File: src/rtl/rr_arb_pkg.sv
// Shared types and helpers for the round-robin arbiter slice.
// Imported by rr_arbiter4_if, rr_pick and rr_arbiter4.
package rr_arb_pkg;

  typedef enum logic {
    IDLE = 1'b0,
    BUSY = 1'b1
  } arb_state_e;

  // Bit width needed to hold values 0..n-1, never less than one bit.
  function automatic int clog2_min1(input int n);
    return (n <= 2) ? 1 : $clog2(n);
  endfunction

endpackage

File: src/rtl/rr_arbiter4_if.sv
// Request/grant bundle between requesters (master) and the arbiter (slave).
// gnt_idx exists only when RR_ARB_IDX_OUT_EN is defined.
interface rr_arbiter4_if
  import rr_arb_pkg::*;
#(
  parameter int N = 4
) ();

  localparam int IW = clog2_min1(N);

  logic [N-1:0]  req;
  logic [N-1:0]  gnt;
  logic          gnt_valid;
`ifdef RR_ARB_IDX_OUT_EN
  logic [IW-1:0] gnt_idx;

  modport master (output req, input gnt, input gnt_valid, input gnt_idx);
  modport slave  (input req, output gnt, output gnt_valid, output gnt_idx);
`else
  modport master (output req, input gnt, input gnt_valid);
  modport slave  (input req, output gnt, output gnt_valid);
`endif

endinterface

File: src/rtl/rr_pick.sv
// Combinational round-robin pick: rotate masked requests so the scan start
// sits at bit 0, take the lowest set bit, then rotate the index back.
module rr_pick
  import rr_arb_pkg::*;
#(
  parameter int  N  = 4,
  localparam int IW = clog2_min1(N)
) (
  input  logic [N-1:0]  req,
  input  logic [N-1:0]  mask,
  input  logic [IW-1:0] start,
  output logic [N-1:0]  pick,
  output logic [IW-1:0] idx,
  output logic          any
);

  // One spare bit so start+offset never overflows before the modulo-N fold.
  localparam int SW = IW + 1;

  logic [N-1:0]  eff;
  logic [N-1:0]  rot;
  logic [IW-1:0] ffo;
  logic [SW-1:0] back_sum;

  assign eff = req & ~mask;

  genvar gi;
  for (gi = 0; gi < N; gi++) begin : g_rot
    logic [SW-1:0] sum;
    logic [IW-1:0] src;
    assign sum     = {1'b0, start} + SW'(gi);
    assign src     = (sum >= SW'(N)) ? IW'(sum - SW'(N)) : sum[IW-1:0];
    assign rot[gi] = eff[src];
  end

  always_comb begin
    ffo = '0;
    any = 1'b0;
    for (int i = N - 1; i >= 0; i--) begin
      if (rot[i]) begin
        ffo = IW'(i);
        any = 1'b1;
      end
    end
  end

  assign back_sum = {1'b0, start} + {1'b0, ffo};
  assign idx      = (back_sum >= SW'(N)) ? IW'(back_sum - SW'(N)) : back_sum[IW-1:0];

  for (gi = 0; gi < N; gi++) begin : g_onehot
    assign pick[gi] = any && (idx == IW'(gi));
  end

endmodule

File: src/rtl/rr_arbiter4.sv
// Lock-style round-robin arbiter with registered one-hot grant and optional
// hold-time preemption. RR_ARB_IDX_OUT_EN adds the registered gnt_idx output.
module rr_arbiter4
  import rr_arb_pkg::*;
#(
  parameter int N        = 4,
  parameter int MAX_HOLD = 0
) (
  input  logic          clk,
  input  logic          rst_n,
  rr_arbiter4_if.slave  bus
);

  localparam int IW = clog2_min1(N);
  localparam int HW = clog2_min1(MAX_HOLD + 1);
  localparam logic [IW-1:0] LAST_RST = IW'(N - 1);
  // With unlimited hold the counter simply parks at its top value.
  localparam logic [HW-1:0] HOLD_SAT = (MAX_HOLD > 0) ? HW'(MAX_HOLD) : {HW{1'b1}};

  arb_state_e    state_reg;
  logic [N-1:0]  gnt_reg;
  logic          gnt_valid_reg;
  logic [IW-1:0] last_reg;
  logic [HW-1:0] hold_cnt_reg;
`ifdef RR_ARB_IDX_OUT_EN
  logic [IW-1:0] gnt_idx_reg;
`endif

  logic [IW-1:0] start;
  logic [N-1:0]  mask;
  logic [N-1:0]  pick;
  logic [IW-1:0] pick_idx;
  logic          pick_any;
  logic          owner_drop;
  logic          preempt;

  assign start      = (last_reg == LAST_RST) ? '0 : last_reg + IW'(1);
  // Masking the owner lets one picker serve both release and preemption.
  assign mask       = (state_reg == BUSY) ? gnt_reg : '0;
  assign owner_drop = (state_reg == BUSY) && ((bus.req & gnt_reg) == '0);
  assign preempt    = (MAX_HOLD > 0) && (state_reg == BUSY) && !owner_drop
                      && (hold_cnt_reg == HOLD_SAT);

  rr_pick #(
    .N (N)
  ) u_pick (
    .req   (bus.req),
    .mask  (mask),
    .start (start),
    .pick  (pick),
    .idx   (pick_idx),
    .any   (pick_any)
  );

  always_ff @(posedge clk or negedge rst_n) begin
    if (!rst_n) begin
      state_reg     <= IDLE;
      gnt_reg       <= '0;
      gnt_valid_reg <= 1'b0;
      last_reg      <= LAST_RST;
      hold_cnt_reg  <= '0;
`ifdef RR_ARB_IDX_OUT_EN
      gnt_idx_reg   <= '0;
`endif
    end else begin
      case (state_reg)
        IDLE: begin
          if (pick_any) begin
            state_reg     <= BUSY;
            gnt_reg       <= pick;
            gnt_valid_reg <= 1'b1;
            last_reg      <= pick_idx;
            hold_cnt_reg  <= HW'(1);
`ifdef RR_ARB_IDX_OUT_EN
            gnt_idx_reg   <= pick_idx;
`endif
          end
        end
        BUSY: begin
          if (owner_drop || preempt) begin
            if (pick_any) begin
              // Direct hand-over: no zero or multi-hot cycle in between.
              gnt_reg      <= pick;
              last_reg     <= pick_idx;
              hold_cnt_reg <= HW'(1);
`ifdef RR_ARB_IDX_OUT_EN
              gnt_idx_reg  <= pick_idx;
`endif
            end else if (owner_drop) begin
              state_reg     <= IDLE;
              gnt_reg       <= '0;
              gnt_valid_reg <= 1'b0;
              hold_cnt_reg  <= '0;
            end else begin
              hold_cnt_reg <= HW'(1);
            end
          end else if (hold_cnt_reg != HOLD_SAT) begin
            hold_cnt_reg <= hold_cnt_reg + HW'(1);
          end
        end
        default: begin
          state_reg     <= IDLE;
          gnt_reg       <= '0;
          gnt_valid_reg <= 1'b0;
        end
      endcase
    end
  end

  assign bus.gnt       = gnt_reg;
  assign bus.gnt_valid = gnt_valid_reg;
`ifdef RR_ARB_IDX_OUT_EN
  assign bus.gnt_idx   = gnt_idx_reg;
`endif

endmodule

File: src/flat_wrapper.sv
// flat-port wrapper written by rule: the top's interface ports become plain ports
module rr_arbiter4_flat import rr_arb_pkg::*;
#(
  parameter int N        = 4,
  parameter int MAX_HOLD = 0
)
  (clk, rst_n, bus_req, bus_gnt, bus_gnt_valid);
  rr_arbiter4_if #(.N(N)) bus_i ();
  input  logic clk;
  input  logic rst_n;
  input wire logic [$bits(bus_i.req)-1:0] bus_req;
  output wire logic [$bits(bus_i.gnt)-1:0] bus_gnt;
  output wire logic [$bits(bus_i.gnt_valid)-1:0] bus_gnt_valid;
  assign bus_i.req = bus_req;
  assign bus_gnt = bus_i.gnt;
  assign bus_gnt_valid = bus_i.gnt_valid;
  rr_arbiter4 #(.N(N), .MAX_HOLD(MAX_HOLD)) u_core (.clk(clk), .rst_n(rst_n), .bus(bus_i));
endmodule
File: config.mk
export PLATFORM = sky130hd
export DESIGN_NAME = rr_arbiter4_flat
export DESIGN_NICKNAME = d
export VERILOG_FILES = /design/src/rtl/rr_arb_pkg.sv /design/src/rtl/rr_arbiter4_if.sv /design/src/rtl/rr_pick.sv /design/src/rtl/rr_arbiter4.sv /design/src/flat_wrapper.sv
export SDC_FILE = /design/constraint.sdc
export NUM_CORES = 1
export LEC_CHECK = 0
export CAP_MARGIN = 30
export CORE_AREA = 2 2 51 53
export DETAILED_ROUTE_END_ITERATION = 6
export DIE_AREA = 0 0 53 55
export HOLD_SLACK_MARGIN = 0.02
export REMOVE_ABC_BUFFERS = 1
export SYNTH_ARGS = -nofsm -noshare
export SYNTH_HDL_FRONTEND = slang
export SYNTH_SLANG_ARGS = --single-unit
File: constraint.sdc
create_clock -name clk -period 4.2 [get_ports clk]
set_input_delay 0.84 -clock clk [delete_from_list [all_inputs] [get_ports clk]]
set_output_delay 0.84 -clock clk [all_outputs]
set_load 0.1 [all_outputs]
* Word level (Yosys, flattened, before mapping) *
Cells that the tools add are included.

word-level totals
  logic and storage cells = 80
  input port bits = 6
  flip-flop bits (word level) = 8
  output and inout bits = 5

cells by class
  reductions and logical operators = 9
  multiplexer cells = 37
  eq/ne operators = 7
  magnitude comparators = 9
  bitwise gates (word level) = 4
  add/sub/neg operators = 10

operator list
  operator               number
  $mux W2                12
  $mux W4                4
  $mux W1                13
  $ge A3 B3 Y1 const B   4
  $lt A2 B3 Y1 const B   4
  $sub A2 B1 Y2 const B  5
  $and A4 B4 Y4          2
  $bmux W1 S2            4
  $pmux W4 S2            1
  $add A2 B2 Y3 const B  2
  $eq A2 B2 Y1 const B   3
  $ne A2 B2 Y1 const B   3
  $logic_and A1 B1 Y1    5
  $logic_not A4 Y1       1
  $not A4 Y4             1
  $pmux W1 S2            2
  $pmux W2 S2            1
  $add A2 B1 Y3 const B  1
  $add A2 B2 Y3          1
  $ge A2 B3 Y1 const B   1
  $reduce_and A3 Y1      1
  $add A2 B1 Y2 const B  1
  $eq A2 B1 Y1 const B   1
  $logic_not A2 Y1       1
  2 further kinds        2

* Logic depth before layout (Yosys ltp) *
  depth in word-level cells = 19
  gate-level depth with buffers = 11
  depth with buffers taken out = 10

* Modules after synthesis *
A second synthesis with hierarchy kept.

unflattened totals
  cells, all modules = 87
  area total of the unflattened synthesis = 805.8 µm²

modules (own cells, without submodules)
  module       area each (µm²)  sequential area each (µm²)  times used  cells an instance
  rr_arbiter4  467.9            202.7                       1           46
  rr_pick      337.8            0.0                         1           41

* Least setup slack after synthesis *
No wires, ideal clock.

  kind = reg2reg
  from = register u_core.gnt_reg[2], in the netlist u_core.bus.gnt[2]
  to = register u_core.gnt_reg[1], in the netlist u_core.bus.gnt[1]
  arrival = 2,658 ps
  stages on the path, launching flop included = 9
  required time = 4,077 ps
  buffers on the path = 0
  setup time = 123 ps
  setup slack = 1,419 ps
  cell sequence = dfrtp_1 > a21boi_0 > a2111oi_0 > a21oi_1 > o21ai_0 > ha_1 > xor2_1 > nand3_1 > a32o_1

on the way
  longest elaborated chain between the ends = 17
  elaborated cells between the ends (all ways) = 35
  those cells by class = add/sub (2); order compare (1); eq/ne (3); mux (22); bitwise (3); reduce/logical (4)

ends and longest elaborated chain
  what                                           RTL line           text
  start, declared                                rr_arbiter4.sv:21  logic [N-1:0] gnt_reg;
  start signal, assigned                         rr_arbiter4.sv:70  gnt_reg <= pick;
  start signal, assigned                         rr_arbiter4.sv:83  gnt_reg <= pick;
  $mux W4                                        rr_arbiter4.sv:39  assign mask = (state_reg == BUSY) ? gnt_reg : '0;
  $not A4 Y4                                     rr_pick.sv:25      assign eff = req & ~mask;
  $and A4 B4 Y4                                  rr_pick.sv:25
  $bmux W1 S2                                    rr_pick.sv:33      assign rot[gi] = eff[src];
  $mux W1 (implied by the code)                  rr_pick.sv:33
  $mux W2 (4 in a row)                           rr_pick.sv:40      if (rot[i]) begin
  $add A2 B2 Y3                                  rr_pick.sv:47      assign back_sum = {1'b0, start} + {1'b0, ffo};
  $ge A3 B3 Y1 or $sub A2 B1 Y2 (tied branches)  rr_pick.sv:48      assign idx = (back_sum >= SW'(N)) ? IW'(back_sum - SW'(N)) : back_sum[IW-1:0];
  $mux W2                                        rr_pick.sv:48
  $eq A2 B1 Y1                                   rr_pick.sv:51      assign pick[gi] = any && (idx == IW'(gi));
  $logic_and A1 B1 Y1                            rr_pick.sv:51
  $mux W4                                        rr_arbiter4.sv:81  if (pick_any) begin
  $mux W4                                        rr_arbiter4.sv:80  if (owner_drop || preempt) begin
  $pmux W4 S2                                    rr_arbiter4.sv:66  case (state_reg)

Parallel ways exist; a longest one is shown, timed or not. The select of a mux whose other input is x is not followed.
A chain may end at the register's enable or synchronous reset.

* Worst setup path after layout *
  from = input port bus_req[2]
  to = register u_core.gnt_reg[1], in the netlist u_core.bus.gnt[1]

on the way
  longest elaborated chain between the ends = 15
  elaborated cells between the ends (all ways) = 33
  those cells by class = add/sub (2); order compare (1); eq/ne (3); mux (21); bitwise (2); reduce/logical (4)

ends and longest elaborated chain
  what                                           RTL line            text
  start, declared                                flat_wrapper.sv:11  input wire logic [$bits(bus_i.req)-1:0] bus_req;
  $and A4 B4 Y4                                  rr_pick.sv:25
  $bmux W1 S2                                    rr_pick.sv:33
  $mux W1 (implied by the code)                  rr_pick.sv:33
  $mux W2 (4 in a row)                           rr_pick.sv:40
  $add A2 B2 Y3                                  rr_pick.sv:47
  $ge A3 B3 Y1 or $sub A2 B1 Y2 (tied branches)  rr_pick.sv:48
  $mux W2                                        rr_pick.sv:48
  $eq A2 B1 Y1                                   rr_pick.sv:51
  $logic_and A1 B1 Y1                            rr_pick.sv:51
  $mux W4                                        rr_arbiter4.sv:81
  $mux W4                                        rr_arbiter4.sv:80
  $pmux W4 S2                                    rr_arbiter4.sv:66

Parallel ways exist; a longest one is shown, timed or not. The select of a mux whose other input is x is not followed.

==> impl_metrics.yaml <==
timing:
  tns_ps: 0
  skew_ps: 6.95
  post-route-min-period_ps: 3120
  fmax_ghz: 0.320
  hold_viol: 0
  period_share_pct: 74.4
  rsz0062_at_grt: "false"
  tightest_slew_ps: 975
  relSlewSlack_pct: 34.8
  setup_viol_count_final: 0
  finalMaxSlewViolations: 0
critical_path:
  r2r-start: "u_core.state_reg"
  cp.required_ps: 4330
  critPathKind: "in2reg"
  startpoint_type: "input port"
  r2r_slack_ps: 1650
  r2r_end: "u_core.bus.gnt[1]"
  crit_buf_inv: 1
  cpPeakStageDelay_ps: 520
  path_delay_family: "compound AO/OA/AOI/OAI gates"
  cp_cell_sequence: "clkdlybuf4s50_1 -> a21boi_0 -> nor2_1 -> nor3_1 -> a21oi_1 -> o21ai_0 -> ha_1 -> xor2_1 -> nand3_1 -> a32o_1"
  cp-end-kind: "register"
  ff2ff_path_depth: 9
  critical_path_arrival_ps: 3260
  critPathSlowestCell: "a21boi_0"
  worstPathMaxFanout: 5
clocking:
  clk_latency_ps: 250
  cts.clk_slew.worst_paths_ps: 50
  cts.sinks: 8
  root_buffer: "clkbuf_4"
  clockBufferDepth: 2
  cts.repair.resized: 0
  hold_buffers: 0
  post_cts_buffers: 0
  cts_tree: "done"
  htreeDepth: 1
  numCtsBuffers: 3
job:
  max-cap-violations: 0
grt:
  overflow: 0
  antenna_found_initial: 0
  grtUsageTotal_pct: 11.3
  grt_max_degree: 11
  grt_pass1_wl_mm: 2.37
  grt_pass1_vias: 541
die:
  ios: 11
  die_area_sq_um: 2920
  core_area_sq_um: 2360
  die_x_microns: 53
  die_height_microns: 55
  start_util_pct: 28.3
  fp-row-count: 18
place:
  port_buffers: 10
  place_hpwl_mm: 1.21
  gp_congestion: 0.868
  dpl_cell_area_sq_um: 791
final_layout:
  antenna_cells: 0
  fin_nets: 92
  areaGrowthSynthToFinish_pct: 22.1
  fin_util_pct: 34.6
  fill_cells: 242
  finalInstanceArea_sq_um: 817
  largest_register_ffs: 4
  drive_gt1_share_pct: 18.1
synthesis:
  synth_warnings: 0
  synth-edff-count: 0
  synth_seq_area_share_pct: 30.3
  synth_seq_cells: 8
  netlist_instances: 71
  yosys-top-cells-area: "dfrtp_1 (22%), dfstp_2 (7.9%), nand3_1 (5.2%), ha_1 (3.7%), o21ai_0 (3.7%)"
  avgSynthCellArea_sq_um: 9.43
  synthesis.area_sq_um: 669
  yosysTopAreaCell: "dfrtp_1"
  ys.flop_type: "dfrtp_1"
  synthArstFlopShare_pct: 100
  ys_types: 40
  synth_top_area_share_pct: 22.4
drt:
  routed_wl_mm: 1.57
  via_per_inst: 5.73
  drcViolationCount: 0
  drt_pass1_iterations: 5
  drtIter0Drc: 12
  routedWlPerCell_microns: 13.9
  ant_nets: 0
  vias: 647
hold_path:
  whs_path_depth: 2
  hold_class: "reg2reg"
  min_from: "u_core.last_reg[1]"
  whs_endpoint: "u_core.last_reg[1]"
outcome:
  outcome: "completed"
[metal layers]
metal / up-vias / track usage, % / share of wire [%]
li1: 310 / - / -
met1: 309 / 13.8 / 45
met2: 23 / 18.1 / 47
met3: 5 / 2.42 / 5.7
met4: 0 / 6.84 / 1.7
met5: - / 0 / 0
[metrics by stage]
stage / setup slack (ps) / instances / hold slack (ps)
final: 1080 / 113 / 517
after detailed placement: 826 / 109 / 520
after CTS: 1100 / 113 / 524
after floorplan: 1420 / 69 / 483
after global placement: 885 / 109 / 508
after global routing: 883 / 113 / 545
[cells in the mapped netlist, types with 2 or more instances]
cell and count:
a21bo_2 2, nor4_1 2, nand2_1 3, dfstp_2 2, dfrtp_1 6, a21oi_1 2
and2_1 2, a32o_1 2, a22oi_1 2, ha_1 2, a21boi_0 3, nor3_1 3
o21ai_0 5, nand3_1 7, nor2_1 3
[cell usage in the layout, fill, tap and decap left out, types with 3 or more instances in the layout]
cell             instances
a21boi_0                 3
clkbuf_4                 3
clkdlybuf4s50_1         10
dfrtp_1                  6
nand2_1                  3
nand3_1                  7
nor2_1                   3
nor3_1                   3
o21ai_0                  5
[worst max-delay path by stage]
| stage | from | end | slack (ps) | depth (start not counted) |
|---|---|---|---|---|
| after global placement | bus_req[2] | u_core.bus.gnt[1] | 890 | 10 |
| after detailed placement | bus_req[2] | u_core.bus.gnt[1] | 830 | 10 |
| after global routing | bus_req[2] | u_core.bus.gnt[0] | 880 | 10 |
| after CTS | bus_req[2] | u_core.bus.gnt[1] | 1100 | 10 |
| final | bus_req[2] | u_core.bus.gnt[1] | 1080 | 10 |
| after floorplan | u_core.bus.gnt[2] | u_core.bus.gnt[1] | 1420 | 8 |
[logic make-up after synthesis]
kind of cell	count (synthesis)	share of synthesized area, %
compound gates	32	40.0
simple gates	24	19.3
flops	8	30.3
xor+xnor	2	2.62
buf+inv	2	2.43
fa+ha+maj	2	3.74
mux	1	1.68
[final cells by class]
class | instances | area [sq um] | share of cell area (%)
Timing Repair Buffer | 10 | 100 | 12.3
Sequential cell | 8 | 203 | 24.8
Multi-Input combinational cell | 61 | 450 | 55.1
Tap cell | 30 | 37.5 | 4.59
Clock buffer | 4 | 26.3 | 3.22
[tightest hold or removal path, stage by stage (launching register included)]
cell and delay, ps:
dfstp_2 370, nor2_1 100, a31oi_1 50
Power is left out: the tool's default activity adds up to more than one toggle a clock period on the data nets, which glitch-free logic cannot reach.
